### src/rtl/io_write_arbiter.sv
// io_write_arbiter: arbitrates NREQ requesters onto the output buffer write port.
// Define IO_ARB_FIXED_PRIO_EN for fixed lowest-index priority instead of round-robin.
module io_write_arbiter #(
    parameter int WIDTH = 13,
    parameter int NREQ  = 4,
    parameter int HOLD  = 2,
    parameter int GAP   = 1
) (
    input  logic                  clk,
    input  logic                  rst_n,
    input  logic [NREQ-1:0]       req,
    input  logic [NREQ*WIDTH-1:0] req_data,
    output logic [NREQ-1:0]       gnt,
    output logic [NREQ-1:0]       ack,
    input  logic                  buf_ready,
    output logic [WIDTH-1:0]      buf_data,
    output logic                  buf_write,
    output logic                  busy
);

    localparam int PW = $clog2(NREQ);

    typedef enum logic [1:0] {
        IDLE,
        STROBE,
        GAP_ST
    } state_t;

    state_t           state;
    state_t           state_n;
    logic [7:0]       cnt;
    logic [7:0]       cnt_n;
    logic [NREQ-1:0]  gnt_n;
    logic [NREQ-1:0]  ack_n;
    logic [WIDTH-1:0] data_n;
    logic             wr_n;
    logic             found;
    logic [PW-1:0]    win;
    logic [WIDTH-1:0] win_data;

`ifndef IO_ARB_FIXED_PRIO_EN
    logic [PW-1:0]    ptr;
    logic [PW-1:0]    ptr_n;
`endif

    // Winner search: scan order starts just after the last granted requester.
    always_comb begin : sel
        int idx;
        idx      = 0;
        found    = 1'b0;
        win      = '0;
        win_data = '0;
        for (int k = 0; k < NREQ; k++) begin
`ifdef IO_ARB_FIXED_PRIO_EN
            idx = k;
`else
            idx = int'(ptr) + 1 + k;
            if (idx >= NREQ)
                idx = idx - NREQ;
`endif
            for (int j = 0; j < NREQ; j++) begin
                if (!found && idx == j && req[j]) begin
                    found    = 1'b1;
                    win      = PW'(j);
                    win_data = req_data[j*WIDTH +: WIDTH];
                end
            end
        end
    end

    always_ff @(posedge clk or negedge rst_n) begin
        if (!rst_n) begin
            state     <= IDLE;
            cnt       <= '0;
            gnt       <= '0;
            ack       <= '0;
            buf_data  <= '0;
            buf_write <= 1'b0;
            busy      <= 1'b0;
`ifndef IO_ARB_FIXED_PRIO_EN
            ptr       <= PW'(NREQ - 1);
`endif
        end else begin
            state     <= state_n;
            cnt       <= cnt_n;
            gnt       <= gnt_n;
            ack       <= ack_n;
            buf_data  <= data_n;
            buf_write <= wr_n;
            busy      <= (state_n != IDLE);
`ifndef IO_ARB_FIXED_PRIO_EN
            ptr       <= ptr_n;
`endif
        end
    end

    always_comb begin
        state_n = state;
        unique case (state)
            IDLE:    if (buf_ready && found) state_n = STROBE;
            STROBE:  if (cnt == 8'd0) state_n = GAP_ST;
            GAP_ST:  if (cnt == 8'd0) state_n = IDLE;
            default: state_n = IDLE;
        endcase
    end

    always_comb begin
        cnt_n  = cnt;
        gnt_n  = gnt;
        ack_n  = '0;
        data_n = buf_data;
        wr_n   = buf_write;
`ifndef IO_ARB_FIXED_PRIO_EN
        ptr_n  = ptr;
`endif
        unique case (state)
            IDLE: begin
                if (buf_ready && found) begin
                    data_n = win_data;
                    gnt_n  = NREQ'(1) << win;
                    wr_n   = 1'b1;
                    cnt_n  = 8'(HOLD - 1);
`ifndef IO_ARB_FIXED_PRIO_EN
                    ptr_n  = win;
`endif
                end
            end
            STROBE: begin
                if (cnt != 8'd0) begin
                    cnt_n = cnt - 8'd1;
                end else begin
                    wr_n  = 1'b0;
                    gnt_n = '0;
                    ack_n = gnt;
                    cnt_n = 8'(GAP - 1);
                end
            end
            GAP_ST: begin
                if (cnt != 8'd0)
                    cnt_n = cnt - 8'd1;
            end
            default: begin
                gnt_n = '0;
                wr_n  = 1'b0;
            end
        endcase
    end

endmodule
### config.mk
export PLATFORM = sky130hd
export DESIGN_NAME = io_write_arbiter
export DESIGN_NICKNAME = d
export VERILOG_FILES = /design/src/rtl/io_write_arbiter.sv
export SDC_FILE = /design/constraint.sdc
export NUM_CORES = 1
export LEC_CHECK = 0
export ABC_AREA = 1
export CORE_UTILIZATION = 52
export CTS_CLUSTER_SIZE = 40
export DETAILED_ROUTE_END_ITERATION = 6
export GPL_ROUTABILITY_DRIVEN = 0
export PLACE_DENSITY = 0.82
export REMOVE_ABC_BUFFERS = 1
export SKIP_LAST_GASP = 1
export SLEW_MARGIN = 20
export SYNTH_ARGS = -nofsm -noshare
export SYNTH_HDL_FRONTEND = slang
export SYNTH_SLANG_ARGS = --single-unit
export TNS_END_PERCENT = 1
### constraint.sdc
create_clock -name clk -period 3.7 [get_ports clk]
set_clock_uncertainty 0.15 [all_clocks]
set_input_delay 0.37 -clock clk [delete_from_list [all_inputs] [get_ports clk]]
set_output_delay 0.37 -clock clk [all_outputs]
set_load 0.05 [all_outputs]
**Word level (Yosys, flattened, before mapping)**

Cells that the tools add are included.

- Logic and storage cells: 166
- Flip-flop bits (word level): 35
- Bits of input ports: 59
- Output and inout port bits: 23

- Reductions and logical operators: 59
- Bitwise logic cells: 1
- $lt $le $gt $ge: 4
- Eq/ne operators: 17
- Shift-type cells: 1
- Multiplexer cells: 67
- $add $sub $neg: 9

Operators by type and width:

| cell | count |
|---|---|
| $eq A32 B3 Y1 const B | 8 |
| $mux W13 | 16 |
| $eq A32 B2 Y1 const B | 4 |
| $logic_not A32 Y1 | 4 |
| $mux W32 | 4 |
| $ge A32 B4 Y1 const B | 3 |
| $sub A32 B4 Y32 const B | 3 |
| $mux W2 | 17 |
| $add A32 B2 Y32 const B | 1 |
| $add A32 B3 Y32 const B | 1 |
| $logic_and A1 B1 Y1 | 32 |
| $mux W8 | 3 |
| $pmux W8 S3 | 1 |
| $mux W1 | 19 |
| $mux W4 | 4 |
| $logic_not A1 Y1 | 15 |
| $pmux W4 S3 | 1 |
| $logic_not A8 Y1 | 1 |
| $reduce_bool A8 Y1 | 1 |
| $sub A8 B1 Y8 const B | 1 |
| $ne A2 B2 Y1 const B | 3 |
| $pmux W2 S3 | 1 |
| $reduce_and A3 Y1 | 2 |
| $sub A4 B3 Y5 const B | 1 |
| 12 further kinds | 12 |

**Logic depth before layout (Yosys ltp)**

Gate-level depths: netlist of run 1.

- Depth after elaboration: 70
- Depth in mapped cells: 18
- Gate-level depth less buffers: 17

**Worst setup path after synthesis of run 1**

OpenSTA, ideal clock, no wires.

- Path kind: reg2reg
- Start point: reg ptr[1]
- End point: reg cnt[0]
- Path buffers: 2
- Required time: 3.423 ns
- Library setup time: 0.127 ns
- Period minus slack after synthesis: 2.553 ns
- Path slack: 1.147 ns
- Stages on the path, launching flop included: 16
- Data arrival time: 2.276 ns
- Path through: dfstp_2 > buf_4 > inv_2 > nand3_1 > nand2_1 > nor2_4 > nand4_4 > nor2_4 > nand4_4 > nor3_4 > nand4_1 > nand2_1 > nand2_1 > nand2_2 > buf_6 > o21ai_0

- Cells in the longest elaborated chain, start to end: 69
- Elaborated cells between the ends (all ways): 97
- Classes of those cells: add/sub: 8; order compare: 4; eq/ne: 13; mux: 20; reduce/logical: 52

RTL lines:

| item | line | text |
|---|---|---|
| from (decl) | 42 | `logic [PW-1:0] ptr;` |
| from (signal assigned) | 81 | `ptr <= PW'(NREQ - 1);` |
| from (signal assigned) | 92 | `ptr <= ptr_n;` |
| $add A2 B1 Y3 (*) | 57 | `idx = int'(ptr) + 1 + k;` |
| $sub A32 B4 Y32 or $ge A32 B4 Y1 (tied branches) | 59, 58 |  |
| $mux W32 | 58 | `if (idx >= NREQ)` |
| $logic_not A32 Y1 | 62 | `if (!found && idx == j && req[j]) begin` |
| $logic_and A1 B1 Y1 | 62 |  |
| $mux W1 | 62 |  |
| $logic_not A1 Y1 | 62 |  |
| $logic_and A1 B1 Y1 (2 in a row) | 62 |  |
| (+50 left out) | n/a |  |
| $logic_and A1 B1 Y1 (2 in a row) | 62 |  |
| $mux W1 | 62 |  |
| $logic_not A1 Y1 | 62 |  |
| $logic_and A1 B1 Y1 (2 in a row) | 62 |  |
| $mux W1 (*) | 62 |  |
| $logic_and A1 B1 Y1 (*) | 118 | `if (buf_ready && found) begin` |
| $ne A2 B2 Y1 (no source line) (*) | n/a |  |
| $reduce_and A3 Y1 (no source line) (*) | n/a |  |
| to (signal assigned) | 85 | `cnt <= cnt_n;` |
| to (decl) | 31 | `logic [7:0] cnt;` |

Every way passes the cells marked *; elsewhere a longest branch is shown, timed or not.
A chain may end at the register's enable or synchronous reset.

**Final worst setup path of run 1**

- Start point: reg ptr[1]
- End point: reg buf_data[6]

- Cells in the longest elaborated chain, start to end: 68
- Elaborated cells between the ends (all ways): 112
- Classes of those cells: add/sub: 8; order compare: 4; eq/ne: 12; mux: 36; reduce/logical: 52

RTL lines:

| item | line | text |
|---|---|---|
| $add A2 B1 Y3 (*) | 57 |  |
| $sub A32 B4 Y32 or $ge A32 B4 Y1 (tied branches) | 59, 58 |  |
| $mux W32 | 58 |  |
| $logic_not A32 Y1 | 62 |  |
| $logic_and A1 B1 Y1 | 62 |  |
| $mux W1 | 62 |  |
| $logic_not A1 Y1 | 62 |  |
| $logic_and A1 B1 Y1 (2 in a row) | 62 |  |
| (+49 left out) | n/a |  |
| $logic_not A1 Y1 | 62 |  |
| $logic_and A1 B1 Y1 (2 in a row) | 62 |  |
| $mux W1 | 62 |  |
| $logic_not A1 Y1 | 62 |  |
| $logic_and A1 B1 Y1 (2 in a row) | 62 |  |
| $mux W1 | 62 |  |
| $logic_and A1 B1 Y1 | 118 |  |
| $reduce_and A2 Y1 (no source line) | n/a |  |
| to (signal assigned) | 88 | `buf_data <= data_n;` |
| to (decl) | 16 | `output logic [WIDTH-1:0] buf_data,` |

Marked as above.

==> metrics.cfg, run 1 <==
[place]
dpl.hpwl_um = 9260
post-place-cells = 851
port_buffers = 81
pre_cts_ws_ps = 168

[detailed_routing]
routed_wl_um = 13000
via_per_inst = 5.67
post-route-drc-count = 7
drt_iter0_drc = 548
number_of_nets_with_antenna_violations_after_routing = 0
via_count = 4867
detail_route.wl_per_cell_um = 15.1
firstDrtPassIters = 7

[sta]
setup-violations-final = 0
final_period_minus_worst_setup_slack_ps = 3500
report.final.slew_viol_count = 0
max_freq_mhz = 286
setup_slack_ps = 199
setup_tns_ps = 0
finalCritPeriodShare = 0.946
grt_setup_unrepaired = no
worstMarginPinSlew_ps = 997
hold_viol = 0
slew_headroom = 0.333

[layout]
finish.utilization = 0.702
number_of_antenna_cells_inserted = 0
fin_nets = 826
share_of_cells_above_drive_strength_1 = 0.0642
syn2layout_area_growth_pct = 29.6
finalNonFillerCells = 859

[setup_path]
endpoint_kind = flop
worst-endpoint-required_ps = 3790
worstPathArrival_ps = 3590
cp_max_fanout = 15
worst_setup_path_start_kind = flop
path_class = reg -> reg

[synth]
yosys-top-cells-area = sky130_fd_sc_hd__dfrtp_1 (22%), sky130_fd_sc_hd__nand2_1 (18%), sky130_fd_sc_hd__nor2_1 (18%)
netlist_area_um2 = 3700
synth_enable_flop_cells = 0
warnings_from_yosys = 0
syn_avg_cell_area_um2 = 5.49
ffs_w_async_s_r_synth = 1.00
postSynthRegisterBits = 35
synth.most_common_cell = sky130_fd_sc_hd__nand2_1
synth.top_cells.by_count = sky130_fd_sc_hd__nand2_1 (179), sky130_fd_sc_hd__nor2_1 (175), sky130_fd_sc_hd__nand3_1 (88)
synth_top_cell_by_area = sky130_fd_sc_hd__dfrtp_1
netlist-cell-type-count = 30
synthCells = 674
synthFlopType = sky130_fd_sc_hd__dfrtp_1
netlist.area_leader.share = 0.223
synth_sequential_area_ratio = 0.237

[die]
core_region_um2 = 6830
floorplan.initialDensity = 0.541
rows = 30
die_area_um2 = 7450
io_pins = 82
die_w_um = 86.3
die_y_um = 86.3

[cts]
cts_hold_repair.buffers = 0
cts_tree = yes
post_cts.resized_instances = 0
tritoncts_num_sinks = 35
clk-insertion-delay-late_ps = 300
numCtsBuffers = 5
htreeDepth = 2
clock_tree.buffer_depth = 2
clockRootBuffer = sky130_fd_sc_hd__clkbuf_8
clock_pin_slew_worst_setup_and_hold_paths_ps = 80
post_cts.repair.setup_buffers = 0

[global_route]
grt_start_max_net_pins = 36
grt_first_pass_wirelength_um = 20900
grt_pass1_vias = 4530
initial_antenna_violation_count = 0
grt_overflow_total = 0
groute.usage.overall = 0.356

[power_and_ir_drop]
p_per_area_nw_per_um2 = 765
cellLeakagePower_nw = 2.45
power.ir.vdd_worst_mv = 0.607

[run]
max_cap_violations = 0

[hold_path]
worstHoldPathType = in -> async

[outcome]
violated_checks = design-rule violations
outcome = complete, but fails checks

-- report_power, final --
group,leakage (nW),internal [mW],switching [mW],total [mW]
logic,1.94,0.900,1.78,2.68
registers,0.453,0.546,0.130,0.676
clock network,0.0474,0.152,0.161,0.313
-- critical path, stage by stage, from the launching register on --
cell and delay (ps):
sky130_fd_sc_hd__dfstp_2 610, sky130_fd_sc_hd__nor2_1 60, sky130_fd_sc_hd__buf_4 160, sky130_fd_sc_hd__nand2_1 120, sky130_fd_sc_hd__nand2_2 90, sky130_fd_sc_hd__nor2_4 390
sky130_fd_sc_hd__nand4_4 240, sky130_fd_sc_hd__nor2_4 200, sky130_fd_sc_hd__nand4_4 130, sky130_fd_sc_hd__nor3_4 200, sky130_fd_sc_hd__nand3_1 530, sky130_fd_sc_hd__inv_1 290
sky130_fd_sc_hd__nand2_1 80, sky130_fd_sc_hd__nand3_1 90, sky130_fd_sc_hd__nand2_1 50, sky130_fd_sc_hd__nand2_1 50
-- area by class of cell --
cell class                      count  area, um^2
Timing Repair Buffer              105         991
Clock buffer                        6        82.6
Tap cell                           96         120
Fill cell                         642        2040
Multi-Input combinational cell    536        2410
Inverter                           79         297
Clock inverter                      2        16.3
Sequential cell                    35         878
-- state kept, by name, indices dropped and copies added, names as in the netlist --
signal / cells
gnt: 4
ack: 4
ptr: 2
buf_write: 1
cnt: 8
state: 2
buf_data: 13
busy: 1
-- layout by cell type (no fill, tap or decap), drive strengths merged --
cell           netlist  final
clkinv               2      3
o211ai               1      1
nor2               178    178
a21oi                3      3
clkbuf              14      6
nor4                 2      2
or2                  2      2
clkdlybuf4s50        0     81
nand2              181    181
buf                 10     24
xor2                 2      2
o21ai               16     16
nand4               34     34
nor3                19     19
nor3b                1      1
clkinvlp             0      1
dfrtp               33     33
nand3b               2      2
ha                   5      5
inv                 77     77
nand3               90     90
dfstp                2      2
-- stage by stage --
step / hold slack [ps] / total power [mW] / cell area, um^2
finish: 332 / 3.67 / 4790
global route: 365 / 3.95 / 4790
CTS: 341 / 3.60 / 4790
detailed placement: 314 / 3.28 / 4700
global placement: 316 / 3.22 / 4700
floorplan: -75.6 / 2.44 / 3580
-- worst paths after layout --
| check | slack [ps] | from | to | depth (start not counted) |
|---|---|---|---|---|
| setup / recovery | 200 | ptr[1]$_DFFE_PN1P_ | buf_data[6]$_DFFE_PN0P_ | 15 |
| hold / removal | 330 | rst_n | buf_data[11]$_DFFE_PN0P_ | 2 |
| setup reg to reg | 200 | ptr[1]$_DFFE_PN1P_ | buf_data[6]$_DFFE_PN0P_ | 15 |
| hold reg to reg | 340 | buf_data[11]$_DFFE_PN0P_ | buf_data[11]$_DFFE_PN0P_ | 2 |
| max in group asynchronous | 2680 | rst_n | ptr[1]$_DFFE_PN1P_ | 2 |
| min in group clk | 340 | buf_data[11]$_DFFE_PN0P_ | buf_data[11]$_DFFE_PN0P_ | 2 |
-- routing by layer --
layer / vias to the layer above / wire [um] / part of all wire / GRT usage
met1: 2139 / 4980 / 0.38 / 0.429
met5: - / 0 / 0 / 0
met4: 0 / 463 / 0.036 / 0.161
met2: 348 / 5950 / 0.46 / 0.606
li1: 2313 / - / - / -
met3: 67 / 1590 / 0.12 / 0.0781
-- kinds of logic (layout without fill, tap and decap cells) --
kind of cell | count (synthesis) | in the layout | synth area share
compound gates | 20 | 20 | 0.0277
xor+xnor | 2 | 2 | 0.00474
fa+ha+maj | 5 | 5 | 0.0169
buf+inv | 103 | 192 | 0.111
flops | 35 | 35 | 0.237
simple gates | 509 | 509 | 0.602
Power figures use the tool's default switching activity.
==> run 2: changes to the inputs <==
CTS_BUF_LIST = sky130_fd_sc_hd__clkbuf_16   (was default)
GPL_ROUTABILITY_DRIVEN = default   (was 0)
TNS_END_PERCENT = default   (was 1)
==> metrics.cfg, run 2 (synthesis gave the netlist of run 1 again) <==
[detailed_routing]
post-route-drc-count = 0
drt_iter0_drc = 535
detail_route.wl_per_cell_um = 15.8
routed_wl_um = 13600
via_per_inst = 5.72
via_count = 4915
firstDrtPassIters = 6
number_of_nets_with_antenna_violations_after_routing = 0

[setup_path]
worstPathArrival_ps = 3240
worst-endpoint-required_ps = 3750
endpoint_kind = flop
path_class = reg -> reg
cp_max_fanout = 23
worst_setup_path_start_kind = flop

[die]
die_y_um = 86.3
floorplan.initialDensity = 0.541
rows = 30
core_region_um2 = 6830
die_w_um = 86.3
io_pins = 82
die_area_um2 = 7450

[layout]
syn2layout_area_growth_pct = 31.6
finish.utilization = 0.713
finalNonFillerCells = 859
fin_nets = 826
largest_register_ff_count = 13
layout.cells.most_common = sky130_fd_sc_hd__nand2_1
layout.cell_area.non_filler_um2 = 4870
share_of_cells_above_drive_strength_1 = 0.0642
registers.top_by_ff_count = buf_data
reg_top3 = buf_data: 13 flops, cnt: 8 flops
layout_common_cells = sky130_fd_sc_hd__nand2_1 (179), sky130_fd_sc_hd__nor2_1 (175), sky130_fd_sc_hd__nand3_1 (88)
number_of_antenna_cells_inserted = 0

[place]
port_buffers = 81
dpl_cell_area_um2 = 4700
dpl.hpwl_um = 9760
post-place-cells = 851
finalWeightedCongestion = 1.00
pre_cts_ws_ps = 380

[cts]
tritoncts_num_sinks = 35
post_cts.repair.setup_buffers = 0
post_cts.resized_instances = 0
clock_tree.buffer_depth = 2
cts_tree = yes
htreeDepth = 2
clk-insertion-delay-late_ps = 280
numCtsBuffers = 5
clock_pin_slew_worst_setup_and_hold_paths_ps = 60
clockRootBuffer = sky130_fd_sc_hd__clkbuf_16
cts_hold_repair.buffers = 0

[sta]
setup-violations-final = 0
report.final.slew_viol_count = 0
max_freq_mhz = 314
finalCritPeriodShare = 0.862
worstMarginPinSlew_ps = 733
slew_headroom = 0.509
holdWs_ps = 329
final_period_minus_worst_setup_slack_ps = 3190
hold_viol = 0
setup_slack_ps = 512
grt_setup_unrepaired = no
setup_tns_ps = 0

[global_route]
initial_antenna_violation_count = 0
grt_start_max_net_pins = 36
grt_first_pass_wirelength_um = 21500
grt_overflow_total = 0
grt_pass1_vias = 4728
groute.usage.overall = 0.366

[power_and_ir_drop]
p_per_area_nw_per_um2 = 798
power.ir.vdd_worst_mv = 0.540
cellLeakagePower_nw = 2.48
finalPower_mw = 3.89

[outcome]
outcome = completed

[hold_path]
worstHoldPathType = reg -> reg

[run]
max_cap_violations = 0

run 2: cell types whose count changed in the layout (fill, tap and decap cells not counted), sizes merged:
cell	change
clkinvlp	-1
bufinv	+1
inv	+1
clkbuf	-1
run 2: path summary, 6_finish.rpt:
kind / from / end / slack [ps] / cells after the start
max in group asynchronous: rst_n / ptr[0]$_DFFE_PN1P_ / 2660 / 2
worst max-delay path: ptr[1]$_DFFE_PN1P_ / ptr[1]$_DFFE_PN1P_ / 510 / 12
worst min-delay path: buf_data[4]$_DFFE_PN0P_ / buf_data[4]$_DFFE_PN0P_ / 330 / 2
worst min register to register: buf_data[4]$_DFFE_PN0P_ / buf_data[4]$_DFFE_PN0P_ / 330 / 2
min in group asynchronous: rst_n / buf_data[11]$_DFFE_PN0P_ / 360 / 2
worst max register to register: ptr[1]$_DFFE_PN1P_ / ptr[1]$_DFFE_PN1P_ / 510 / 12
run 2: cell type report:
class	instances	area [um^2]
Inverter	79	297
Clock inverter	3	47.5
Sequential cell	35	878
Timing Repair Buffer	105	991
Tap cell	96	120
Fill cell	591	1960
Clock buffer	5	125
Multi-Input combinational cell	536	2410
run 2: power by group:
| group | total [mW] | switching [mW] | leakage [nW] | internal (mW) |
|---|---|---|---|---|
| Clock | 0.508 | 0.186 | 0.0844 | 0.322 |
| Combinational | 2.70 | 1.82 | 1.95 | 0.887 |
| Sequential | 0.677 | 0.130 | 0.453 | 0.547 |
run 2: metal layers:
metal,GRT usage,share of wire
met2,0.646,0.48
met5,0,0
met1,0.432,0.38
met4,0.173,0.033
met3,0.0619,0.10
run 2: critical path, cell delays in order (launching register included):
cell and delay (ps):
sky130_fd_sc_hd__dfstp_2 620, sky130_fd_sc_hd__nor2_1 140, sky130_fd_sc_hd__nand2_1 140, sky130_fd_sc_hd__nand2_2 90, sky130_fd_sc_hd__nor2_4 350, sky130_fd_sc_hd__nand4_4 220, sky130_fd_sc_hd__nor2_4 170, sky130_fd_sc_hd__nand4_4 130
sky130_fd_sc_hd__nor3_4 200, sky130_fd_sc_hd__nand4_1 160, sky130_fd_sc_hd__nand3_2 400, sky130_fd_sc_hd__inv_2 140, sky130_fd_sc_hd__o21ai_0 200
